`src/rtl/rvc_input_pkg.sv`:
```
// Shared types and constants for the button/switch input controller.
// No logic, no latency and no backpressure: declarations only.
package rvc_input_pkg;

  typedef enum logic [1:0] {
    STABLE_LO = 2'd0,
    WAIT_HI   = 2'd1,
    STABLE_HI = 2'd2,
    WAIT_LO   = 2'd3
  } db_state_t;

  localparam logic [1:0] CR_BTN    = 2'd0;
  localparam logic [1:0] CR_SW     = 2'd1;
  localparam logic [1:0] CR_STICKY = 2'd2;
  localparam logic [1:0] CR_CNT    = 2'd3;

  localparam int CR_DATA_W = 32;

endpackage

```
`src/rtl/rvc_debounce.sv`:
```
// One raw input: 2-flop synchronizer, then a debounce FSM and stability counter.
// A clean step sampled at edge k shows on db after edge k+DEBOUNCE_CYCLES+2; no backpressure.
module rvc_debounce #(
  parameter int DEBOUNCE_CYCLES = 500000
) (
  input  logic clk,
  input  logic rst,
  input  logic raw,
  output logic db
);
  import rvc_input_pkg::*;

  localparam int CNT_W = $clog2(DEBOUNCE_CYCLES) + 1;
  localparam logic [CNT_W-1:0] CNT_LAST = CNT_W'(DEBOUNCE_CYCLES - 1);

  logic             sync_a;
  logic             sync_b;
  db_state_t        state;
  db_state_t        state_nxt;
  logic [CNT_W-1:0] cnt;
  logic [CNT_W-1:0] cnt_nxt;
  logic             db_nxt;

  always_ff @(posedge clk or posedge rst) begin
    if (rst) begin
      sync_a <= 1'b0;
      sync_b <= 1'b0;
      state  <= STABLE_LO;
      cnt    <= '0;
      db     <= 1'b0;
    end else begin
      sync_a <= raw;
      sync_b <= sync_a;
      state  <= state_nxt;
      cnt    <= cnt_nxt;
      db     <= db_nxt;
    end
  end

  // db only moves when a WAIT state completes its full qualification window.
  always_comb begin
    state_nxt = state;
    cnt_nxt   = cnt;
    db_nxt    = db;
    case (state)
      STABLE_LO: begin
        if (sync_b) begin
          state_nxt = WAIT_HI;
          cnt_nxt   = '0;
        end
      end
      WAIT_HI: begin
        if (!sync_b) begin
          state_nxt = STABLE_LO;
          cnt_nxt   = '0;
        end else if (cnt == CNT_LAST) begin
          state_nxt = STABLE_HI;
          cnt_nxt   = '0;
          db_nxt    = 1'b1;
        end else begin
          cnt_nxt = cnt + 1'b1;
        end
      end
      STABLE_HI: begin
        if (!sync_b) begin
          state_nxt = WAIT_LO;
          cnt_nxt   = '0;
        end
      end
      WAIT_LO: begin
        if (sync_b) begin
          state_nxt = STABLE_HI;
          cnt_nxt   = '0;
        end else if (cnt == CNT_LAST) begin
          state_nxt = STABLE_LO;
          cnt_nxt   = '0;
          db_nxt    = 1'b0;
        end else begin
          cnt_nxt = cnt + 1'b1;
        end
      end
      default: begin
        state_nxt = STABLE_LO;
        cnt_nxt   = '0;
        db_nxt    = 1'b0;
      end
    endcase
  end

endmodule

```
`src/rtl/rvc_input_ctrl.sv`:
```
// Debounced buttons/switches with press pulses, sticky press flags and press counters.
// Db follows a clean input after DEBOUNCE_CYCLES+2 edges; reads take 1 cycle; no backpressure.
module rvc_input_ctrl #(
  parameter int DEBOUNCE_CYCLES = 500000,
  parameter int SW_W            = 10
) (
  input  logic            Clock,
  input  logic            Rst,
  input  logic            Button_0,
  input  logic            Button_1,
  input  logic [SW_W-1:0] Switch,
  input  logic            CrWrEn,
  input  logic [1:0]      CrAddr,
  input  logic [31:0]     CrWrData,
  output logic [31:0]     CrRdData,
  output logic [1:0]      Button_Db,
  output logic [SW_W-1:0] Switch_Db,
  output logic [1:0]      PressPulse
);
  import rvc_input_pkg::*;

  logic [1:0]           btn_raw;
  logic [1:0]           btn_db_q;
  logic [1:0]           sticky;
  logic [7:0]           cnt0;
  logic [7:0]           cnt1;
  logic                 wr_sticky;
  logic                 wr_cnt;
  logic [1:0]           clr_mask;
  logic [CR_DATA_W-1:0] rd_mux;
  logic                 unused_wr_bits;

  assign btn_raw = {Button_1, Button_0};

  for (genvar b = 0; b < 2; b++) begin : g_btn
    rvc_debounce #(.DEBOUNCE_CYCLES(DEBOUNCE_CYCLES)) u_db (
      .clk (Clock),
      .rst (Rst),
      .raw (btn_raw[b]),
      .db  (Button_Db[b])
    );
  end

  for (genvar s = 0; s < SW_W; s++) begin : g_sw
    rvc_debounce #(.DEBOUNCE_CYCLES(DEBOUNCE_CYCLES)) u_db (
      .clk (Clock),
      .rst (Rst),
      .raw (Switch[s]),
      .db  (Switch_Db[s])
    );
  end

  // High exactly in the first cycle a debounced button reads 1.
  assign PressPulse = Button_Db & ~btn_db_q;

  assign wr_sticky      = CrWrEn && (CrAddr == CR_STICKY);
  assign wr_cnt         = CrWrEn && (CrAddr == CR_CNT);
  assign clr_mask       = wr_sticky ? CrWrData[1:0] : 2'b00;
  assign unused_wr_bits = ^CrWrData[31:2];

  always_comb begin
    rd_mux = '0;
    case (CrAddr)
      CR_BTN:    rd_mux = {30'b0, Button_Db};
      CR_SW:     rd_mux = CR_DATA_W'(Switch_Db);
      CR_STICKY: rd_mux = {30'b0, sticky};
      CR_CNT:    rd_mux = {16'b0, cnt1, cnt0};
      default:   rd_mux = '0;
    endcase
  end

  always_ff @(posedge Clock or posedge Rst) begin
    if (Rst) begin
      btn_db_q <= 2'b00;
      sticky   <= 2'b00;
      cnt0     <= 8'd0;
      cnt1     <= 8'd0;
      CrRdData <= '0;
    end else begin
      btn_db_q <= Button_Db;
      sticky   <= (sticky & ~clr_mask) | PressPulse;
      // A clear coinciding with a press restarts the count at that press.
      if (wr_cnt) begin
        cnt0 <= {7'b0, PressPulse[0]};
        cnt1 <= {7'b0, PressPulse[1]};
      end else begin
        cnt0 <= cnt0 + {7'b0, PressPulse[0]};
        cnt1 <= cnt1 + {7'b0, PressPulse[1]};
      end
      CrRdData <= rd_mux;
    end
  end

endmodule

```
`config.mk`:
```
export PLATFORM = sky130hd
export DESIGN_NAME = rvc_input_ctrl
export DESIGN_NICKNAME = d
export VERILOG_FILES = /design/src/rtl/rvc_input_pkg.sv /design/src/rtl/rvc_debounce.sv /design/src/rtl/rvc_input_ctrl.sv
export SDC_FILE = /design/constraint.sdc
export NUM_CORES = 1
export LEC_CHECK = 0
export ABC_AREA = 1
export BUFFER_PORTS_ARGS = -buffer_cell sky130_fd_sc_hd__buf_4
export CAP_MARGIN = 20
export CORE_MARGIN = 4
export CORE_UTILIZATION = 47
export CTS_CLUSTER_DIAMETER = 60
export DETAILED_ROUTE_END_ITERATION = 7
export PLACE_DENSITY = 0.6
export SLEW_MARGIN = 20
export SYNTH_ARGS = -nofsm -noshare
export SYNTH_HDL_FRONTEND = slang
export SYNTH_SLANG_ARGS = --single-unit
```
`constraint.sdc`:
```
create_clock -name Clock -period 12.7 [get_ports Clock]
set_input_delay 2.54 -clock Clock [delete_from_list [all_inputs] [get_ports Clock]]
set_output_delay 2.54 -clock Clock [all_outputs]
set_load 0.005 [all_outputs]
```
# --- Word level (Yosys, flattened, before mapping) ---
# Index checks and enable logic that the tools add are counted.
classes:
  n_reduce_logical: 63
  eq_ne: 147
  addsub: 14
  muxes: 220
  bitwise: 5
op_table:
  columns: ["op", "count"]
  rows:
  - ["2-to-1 mux 20 bit", 60]
  - ["case mux 20 bit (4 select lines)", 12]
  - ["adder 20 x 1 -> 20 bit, second input constant", 12]
  - ["equality test 20 x 19 -> 1 bit, second input constant", 12]
  - ["2-to-1 mux 2 bit", 73]
  - ["case mux 32 bit (4 select lines)", 1]
  - ["!= test 2 x 1 -> 1 bit, second input constant", 48]
  - ["case mux 2 bit (4 select lines)", 12]
  - ["AND reduction 5 bit", 12]
  - ["equality test 2 bit, second input constant", 26]
  - ["2-to-1 mux 1 bit", 48]
  - ["!= test 2 bit, second input constant", 24]
  - ["AND reduction 4 bit", 12]
  - ["!= test 3 x 1 -> 1 bit, second input constant", 12]
  - ["!= test 3 bit, second input constant", 12]
  - ["equality test 2 x 1 -> 1 bit, second input constant", 13]
  - ["zero test 2 bit", 13]
  - ["case mux 1 bit (2 select lines)", 12]
  - ["AND reduction 2 bit", 12]
  - ["nonzero test 2 bit", 12]
  - ["adder 8 x 1 -> 8 bit", 2]
  - ["2-to-1 mux 8 bit", 2]
  - ["bitwise AND 2 bit", 2]
  - ["inverter 2 bit", 2]
  - ["other kinds (2)", 3]
word_totals:
  ff_bits: 352
  input_bits: 49

# --- Longest topological paths before layout ---
# Gate-level depths: netlist (run 1).
depth:
  depth_word: 6
  ltp_mapped: 10
  ltp_nobuf: 10

# --- By module ---
# Synthesis (run 1) repeated with hierarchy kept, for this count alone.
hier_totals:
  hier_cells: 2446
  area_unflattened_um2: 18761.7
modules_own_cells:
  columns: ["mod", "instances", "cells_each", "area_per_inst_um2"]
  rows:
  - ["rvc_debounce (g_btn[1].u_db ...)", 10, 185, 1410.1]
  - ["rvc_input_ctrl", 1, 184, 1659.1]
  - ["rvc_debounce (g_btn[0].u_db)", 1, 218, 1572.8]
  - ["rvc_debounce (g_sw[9].u_db)", 1, 194, 1428.9]

# --- Least setup slack after synthesis (run 1) ---
# No wires, ideal clock.
synth_timing:
  path_kind: "input -> register"
  start: "in CrAddr[0]"
  end: "reg cnt0[3]"
  arrival_time_ps: 3182
  setup_ps: 77
  path_stages: 6
  path_slack_ps: 9440
  cell_sequence: "nand2_1 -> inv_1 -> nand2_1 -> buf_2 -> o21ai_0 -> a21oi_1"
synth_via:
  elab_chain_len: 3
synth_rtl:
  columns: ["element", "line", "rtl"]
  rows:
  - ["start: declaration", "rvc_input_ctrl.sv:13", "input logic [1:0] CrAddr,"]
  - ["equality test 2 bit", "rvc_input_ctrl.sv:57", "assign wr_cnt = CrWrEn && (CrAddr == CR_CNT);"]
  - ["logical AND 1 bit", "rvc_input_ctrl.sv:57", null]
  - ["2-to-1 mux 8 bit", "rvc_input_ctrl.sv:83", "if (wr_cnt) begin"]
  - ["end signal: assignment", "rvc_input_ctrl.sv:84", "cnt0 <= {7'b0, PressPulse[0]};"]
  - ["end signal: assignment", "rvc_input_ctrl.sv:87", "cnt0 <= cnt0 + {7'b0, PressPulse[0]};"]
  - ["end: declaration", "rvc_input_ctrl.sv:25", "logic [7:0] cnt0;"]
# Every way passes these cells.
# A chain may end at the register's enable or synchronous reset.

==> impl_results.md, run 1 <==
* Vertical extent of the die at 206 um
* Number of register bits inferred by synthesis at 336
* Worst setup skew after layout at 0.0198 ns
* Number of nets in the final layout at 2564
* Global placement routability congestion at 0.854
* Relative max-transition margin at 34.3%
* Average wire per cell in the routed design at 13.2 um
* Fraction of layout cells with a size suffix above 1 at 8.15%
* Ys async rst share at 100%
* Summed area of non-filler cells in the final layout at 20700 um2
* Final setup slack of the worst path at 8.23 ns
* Fill count at 3645
* Post-placement worst setup slack at 7.45 ns
* Hold WS at 0.346 ns
* Core Box Area at 38800 um2
* Element type at the critical path start: input pin
* Horizontal die dimension at 206 um
* Post-synth EDFFs at 0
* Clock insertion delay at the later pin of the skew report at 0.56 ns
* Post_cts resized at 0
* Period minus WS final at 4.47 ns
* Setup Total Neg Slack at 0 ns
* Total Routed Length at 40.1 mm
* Area growth from synthesis to layout at 11.9%
* DRC violations left at 0
* Transition time at the pin with the least slew margin at 0.982 ns
* Mapped Area at 18500 um2
* Most common cell after layout, fill and taps aside: sky130_fd_sc_hd__nand2_1
* Number of failing setup endpoints in the final timing report at 0
* Endpoint kind of the worst setup timing path: async pin
* Initial DRT Pass Iterations at 5
* Most used cells in the layout excluding fill and tap cells: sky130_fd_sc_hd__nand2_1, sky130_fd_sc_hd__dfrtp_1, sky130_fd_sc_hd__inv_1
* IO buf count at 48
* Worst Setup Path Type: input pin to async pin
* Starting density of the core at 47.7%
* Count of final hold-check violations at 0
* Total count of max-transition violations in the final report at 0
* Routed via count divided by cell count at 5.05
* Avg Inst Size Synth at 7.56 um2
* Post-CTS Setup Bufs at 0
* Worst hold path type: register to register
* Area of the die at 42600 um2
* Worst-path clk slew at 0.05 ns
* Number of synthesis warnings at 0
* # hold bufs at CTS at 0
* Area taken by flip-flops and latches at 8410 um2
* Largest net degree at the start of global routing at 128
* Global-route wire length before repair at 69.1 mm
* Gr usage total at 19.2%
* IO Pins at 95
* Multi-input combinational cell area at 8580 um2
* Root buffer cell: sky130_fd_sc_hd__clkbuf_16
* Final worst path period share at 35.2%
* Cell taking the most area after synthesis: sky130_fd_sc_hd__dfrtp_1
* Dominant register cell in the synthesized netlist: sky130_fd_sc_hd__dfrtp_1
* CTS H-Tree Depth at 2
* Proportion of netlist area held by the largest area contributor at 45.4%
* Portion of the post-synthesis area used by sequential elements at 45.4%
* Syn Inst Count at 2447
* Max capacitance violation total at 0
* TritonCTS Buffers at 41
* Unrepaired setup endpoints after global routing: no
* Required arrival time at the worst endpoint at 13.23 ns
* TritonCTS clock tree: done
* Number of antenna violations at the first check in global routing at 0
* Netlist cell types at 42
* Buffer levels on the longest clock path at 3
* Total global routing overflow at 0
* Lkg Pwr at 9.19 nW
* Vias in the first global route at 14600
* Run status: finished clean
* ANT cells at 0
* Placed wire-length estimate after detailed placement at 28.0 mm
* Power Density at 130 nW/um2
* Maximum ir drop on the vdd rail at 0.000115 V
* Number of antenna-violating nets in the routed design at 0
* Maximum clock frequency at 224 MHz
* Critical path data arrival time at 5.00 ns
* # clock sinks at 336
* Routed via count at 15400
* CP Max Fanout at 127
* Cell types occupying the most area after synthesis: sky130_fd_sc_hd__dfrtp_1, sky130_fd_sc_hd__nand2_1, sky130_fd_sc_hd__inv_1
* Post-DP Area at 19200 um2
* Core Rows at 72
* Drt initial violations at 890
## layout make-up
| type | instances | area share [%] |
|---|---|---|
| flip-flops and latches | 336 | 40.6 |
| inverters | 312 | 5.69 |
| repair buffers | 52 | 1.98 |
| clock inverters | 18 | 1.69 |
| clock buffers | 54 | 5.43 |
| well taps | 518 | 3.13 |
| multi-input cells | 1756 | 41.5 |
## through the flow
stage	total power, mW	utilization [%]	cells
after global placement	1.42	49.4	2973
final	2.68	53.3	3046
after floorplan	1.37	-	2462
after detailed placement	1.43	49.4	2973
after CTS	2.73	53.2	3045
after global routing	2.81	53.3	3046
## path summary, 6_finish.rpt
kind,from,end,slack (ns),cells after the start
setup reg to reg,g_sw[4].u_db.cnt[0],g_sw[4].u_db.cnt[11],10.51,8
hold reg to reg,g_sw[6].u_db.sync_a,g_sw[6].u_db.sync_b,0.35,0
min in group asynchronous,Rst,g_sw[0].u_db.cnt[10],2.13,2
hold / removal,g_sw[6].u_db.sync_a,g_sw[6].u_db.sync_b,0.35,0
setup / recovery,Rst,g_sw[6].u_db.sync_a,8.23,4
max in group Clock,g_btn[1].u_db.db,PressPulse[1],8.54,3
## cells in the mapped netlist, types with 3 or more instances
cell type                    n
sky130_fd_sc_hd__nor3_1     59
sky130_fd_sc_hd__clkbuf_1    4
sky130_fd_sc_hd__or2_2       3
sky130_fd_sc_hd__inv_1     305
sky130_fd_sc_hd__o21bai_1    8
sky130_fd_sc_hd__a31oi_1     8
sky130_fd_sc_hd__nor2_4     13
sky130_fd_sc_hd__o22ai_1    55
sky130_fd_sc_hd__buf_6       6
sky130_fd_sc_hd__nand2_1   649
sky130_fd_sc_hd__a21oi_1    45
sky130_fd_sc_hd__ha_1       16
sky130_fd_sc_hd__o21ai_2     4
sky130_fd_sc_hd__buf_4      30
sky130_fd_sc_hd__nor2_2     33
sky130_fd_sc_hd__xor2_1     88
sky130_fd_sc_hd__nand3_2     5
sky130_fd_sc_hd__nand4_1    51
sky130_fd_sc_hd__nor2_1    282
sky130_fd_sc_hd__o21ai_1    19
sky130_fd_sc_hd__nand2_2    17
sky130_fd_sc_hd__xnor2_1    20
sky130_fd_sc_hd__buf_2      18
sky130_fd_sc_hd__nand3b_1    7
sky130_fd_sc_hd__nand3_1   196
sky130_fd_sc_hd__o21ai_0   143
sky130_fd_sc_hd__dfrtp_1   336
sky130_fd_sc_hd__inv_2       6
## state kept, by name (all words and copies together) (netlist names), named ones only
register / count
g_sw.u_db.cnt: 200
g_btn.u_db.cnt: 40
CrRdData: 16
g_sw.u_db.db: 10
g_sw.u_db.state: 10
g_sw.u_db.sync_a: 10
g_sw.u_db.sync_b: 10
cnt0: 8
cnt1: 8
btn_db_q: 2
g_btn.u_db.db: 2
g_btn.u_db.state: 2
g_btn.u_db.sync_a: 2
g_btn.u_db.sync_b: 2
sticky: 2
## kinds of logic (layout without fill, tap and decap cells)
logic type	Yosys count	count (layout)	synth area share (%)
fa+ha+maj	16	16	1.08
other cells	1	16	0.0203
simple gates	1328	1328	31.3
flops	336	336	45.4
buf+inv	370	436	8.48
compound gates	287	287	8.52
xor+xnor	109	109	5.20
## worst max-delay path, cell delays in order
cell	delay, ns
sky130_fd_sc_hd__buf_4	0.13
sky130_fd_sc_hd__inv_8	0.55
sky130_fd_sc_hd__buf_4	0.76
sky130_fd_sc_hd__buf_4	0.87
## power breakdown
group	total (mW)	switching, mW	leakage, nW	internal (mW)
logic	0.259	0.196	3.89	0.0635
clock network	1.28	0.471	0.709	0.810
registers	1.14	0.0355	4.59	1.11
total	2.68	0.702	9.19	1.98
## layer usage
| layer | track usage, % | vias up | part of all wire [%] |
|---|---|---|---|
| met5 | 0 | - | 0 |
| met4 | 4.73 | 0 | 1.7 |
| met3 | 3.70 | 61 | 4.1 |
| met2 | 30.5 | 228 | 45 |
| met1 | 27.1 | 7185 | 49 |
| li1 | - | 7906 | - |
Note: power is estimated with default switching activity, not from simulation.
==> inputs of run 2 (changes only) <==
--- a/config.mk
+++ b/config.mk
@@ -12,7 +12,7 @@
 export CORE_UTILIZATION = 47
 export CTS_CLUSTER_DIAMETER = 60
 export DETAILED_ROUTE_END_ITERATION = 7
-export PLACE_DENSITY = 0.6
+export PLACE_DENSITY = 0.62
 export SLEW_MARGIN = 20
 export SYNTH_ARGS = -nofsm -noshare
 export SYNTH_HDL_FRONTEND = slang
==> constraint.sdc (replaced) <==
create_clock -name Clock -period 3.67 [get_ports Clock]
set_input_delay 0.734 -clock Clock [delete_from_list [all_inputs] [get_ports Clock]]
set_output_delay 0.734 -clock Clock [all_outputs]
set_load 0.005 [all_outputs]
==> run 2 against run 1 <==
Against the previous run:
- final cell count is 0.16% higher
- routed wire length grew 0.42%
- die area unchanged
- count of clock-buffer cells in the layout up 9
- total power rose to 3.3 times the previous value
- worst setup slack worse by 6.9 ns
- first-iteration DRC count grew 13%
- utilization shrank 0.25 points
- clock power increased to 3.1 times the previous value
- register-to-register slack got worse by 9.0 ns
- critical path depth fell by 1
- via count increased by 0.57%
- critical path type is now register to primary output
==> impl_results.md, run 2 (synthesized netlist as in run 1, its figures left out) <==
* Area of the die at 42600 um2 (unchanged)
* CTS H-Tree Depth at 2 (unchanged)
* Area growth from synthesis to layout at 11.4%
* Average wire per cell in the routed design at 13.2 um (+0.26%)
* Fraction of layout cells with a size suffix above 1 at 8.13% (-0.016 points)
* Relative contribution of sequential cells to total power at 44.9% (+2.3 points)
* Number of failing setup endpoints in the final timing report at 0 (unchanged)
* ANT cells at 0 (unchanged)
* Switching component of the power at 2.39 mW (+240%)
* Element type at the critical path start: register
* Maximum ir drop on the vdd rail at 0.000388 V (+240%)
* Worst setup skew after layout at 0.0106 ns (-0.00928 ns)
* Max FFs per register at 200 (unchanged)
* Hold WS at 0.211 ns (-0.135 ns)
* Gr usage total at 19.6% (+0.43 points)
* Worst Setup Path Type: register to primary output
* Global route hottest layer: met2
* Total global routing overflow at 0 (unchanged)
* Worst hold path type: input pin to async pin
* Core Box Area at 38800 um2 (unchanged)
* Drt initial violations at 1009 (+13%)
* # clock sinks at 336 (unchanged)
* Final worst path period share at 63.2%
* Most common cell after layout, fill and taps aside: sky130_fd_sc_hd__nand2_1
* Post_cts resized at 0 (unchanged)
* Most used cells in the layout excluding fill and tap cells: sky130_fd_sc_hd__nand2_1, sky130_fd_sc_hd__dfrtp_1, sky130_fd_sc_hd__inv_1
* Worst-path clk slew at 0.06 ns (about the same)
* Flop-to-flop setup slack at 1.54 ns (-8.97 ns)
* Vias in the first global route at 15000 (+2.4%)
* Buffer levels on the longest clock path at 3 (unchanged)
* Unrepaired setup endpoints after global routing: no
* Transition time at the pin with the least slew margin at 0.960 ns (-0.0223 ns)
* Horizontal die dimension at 206 um (unchanged)
* Placed wire-length estimate after detailed placement at 28.7 mm (+2.2%)
* Routed via count divided by cell count at 5.07 (+0.41%)
* Core Rows at 72 (unchanged)
* Endpoint kind of the worst setup timing path: primary output
* Power Density at 428 nW/um2 (+230%)
* Starting density of the core at 47.7% (unchanged)
* IO buf count at 48 (unchanged)
* Number of antenna-violating nets in the routed design at 0 (unchanged)
* Routed via count at 15500 (+0.57%)
* Total Routed Length at 40.3 mm (+0.42%)
* TritonCTS Buffers at 41 (unchanged)
* Internal power at 6.43 mW (+220%)
* Count of final hold-check violations at 0 (unchanged)
* Total count of max-transition violations in the final report at 0 (unchanged)
* Relative max-transition margin at 35.8% (+1.5 points)
* DRC violations left at 0 (unchanged)
* Number of antenna violations at the first check in global routing at 0 (unchanged)
* TritonCTS clock tree: done
* Lkg Pwr at 9.15 nW (-0.39%)
* Largest net degree at the start of global routing at 90 (-30%)
* IO Pins at 95 (unchanged)
* CP Max Fanout at 5 (-96%)
* Clock insertion delay at the later pin of the skew report at 0.55 ns (about the same)
* Period minus WS final at 2.32 ns
* Root buffer cell: sky130_fd_sc_hd__clkbuf_16
* # hold bufs at CTS at 0 (unchanged)
* Clock power frac at 44.8% (-2.9 points)
* Switching power as a share of total power at 27.1% (+0.97 points)
* Global-route wire length before repair at 70.6 mm (+2.3%)
* Initial DRT Pass Iterations at 5 (unchanged)
* Post-CTS Setup Bufs at 0 (unchanged)
* Post-layout total power at 8.82 mW (+230%)
* Met1 layer usage reported by global route at 27.5% (+0.38 points)
* Required arrival time at the worst endpoint at 2.94 ns (-10.29 ns)
* Number of nets in the final layout at 2567 (+0.12%)
* Top register by number of flip-flops: g_sw.u_db.cnt
* Maximum clock frequency at 431 MHz
* Portion of total power attributed to combinational logic at 10.3% (+0.6 points)
* Vertical extent of the die at 206 um (unchanged)
* Regs by FF count: g_sw.u_db.cnt: 200 flops, g_btn.u_db.cnt: 40 flops, CrRdData: 16 flops
* Met3 capacity usage during global routing at 4.03% (+0.33 points)
* Critical path data arrival time at 1.59 ns (-3.41 ns)
* Max capacitance violation total at 0 (unchanged)
* Routing usage on met2 at 31.3% (+0.84 points)
* Run status: finished clean
* Global placement routability congestion at 0.854 (about the same)
run 2: final timing paths:
| path | cells past startpoint | end | start |
|---|---|---|---|
| worst max-delay path | 3 | PressPulse[1] | g_btn[1].u_db.db |
| worst min-delay path | 2 | g_sw[0].u_db.cnt[6] | Rst |
| worst max register to register | 8 | g_sw[4].u_db.cnt[11] | g_sw[4].u_db.cnt[0] |
| worst min register to register | 0 | g_sw[3].u_db.sync_b | g_sw[3].u_db.sync_a |
| max in group asynchronous | 4 | g_sw[1].u_db.cnt[14] | Rst |
| min in group Clock | 1 | g_sw[0].u_db.sync_a | Switch[0] |
run 2: stage by stage:
stage / setup TNS (ns) / std cells / util [%] / setup slack, ns / cell area (um2)
after floorplan: -522.34 / 2462 / - / -1.55 / 18600
after global placement: 0 / 2977 / 49.7 / 1.33 / 19300
after detailed placement: 0 / 2977 / 49.7 / 1.27 / 19300
after CTS: 0 / 3051 / 53.1 / 1.30 / 20600
after global routing: 0 / 3051 / 53.1 / 1.26 / 20600
final: 0 / 3051 / 53.1 / 1.35 / 20600
run 2: layout make-up:
class	count	area, um2
well taps	518	648
fillers	3709	18200
flip-flops and latches	336	8410
repair buffers	55	475
multi-input cells	1756	8580
clock buffers	63	1220
clock inverters	11	95.1
inverters	312	1170
run 2: critical path, stage by stage (launching register included):
cell                      delay [ns]
sky130_fd_sc_hd__dfrtp_1        0.47
sky130_fd_sc_hd__inv_1          0.08
sky130_fd_sc_hd__nor2_1         0.30
sky130_fd_sc_hd__buf_4          0.19
run 2: per-layer routing:
layer / part of all wire (%) / vias to the layer above
met4: 1.7 / 0
met3: 4.5 / 47
met5: 0 / -
met2: 46 / 204
li1: - / 7927
met1: 48 / 7290
run 2: power groups by stage:
| stage | sequential [mW] | combinational, mW | clock (mW) |
|---|---|---|---|
| after floorplan | 4.00 | 0.731 | 0 |
| after global placement | 4.02 | 0.904 | 0 |
| after detailed placement | 4.02 | 0.925 | 0 |
| after CTS | 3.96 | 0.927 | 4.09 |
| after global routing | 3.98 | 1.05 | 4.26 |
| final | 3.96 | 0.907 | 3.95 |
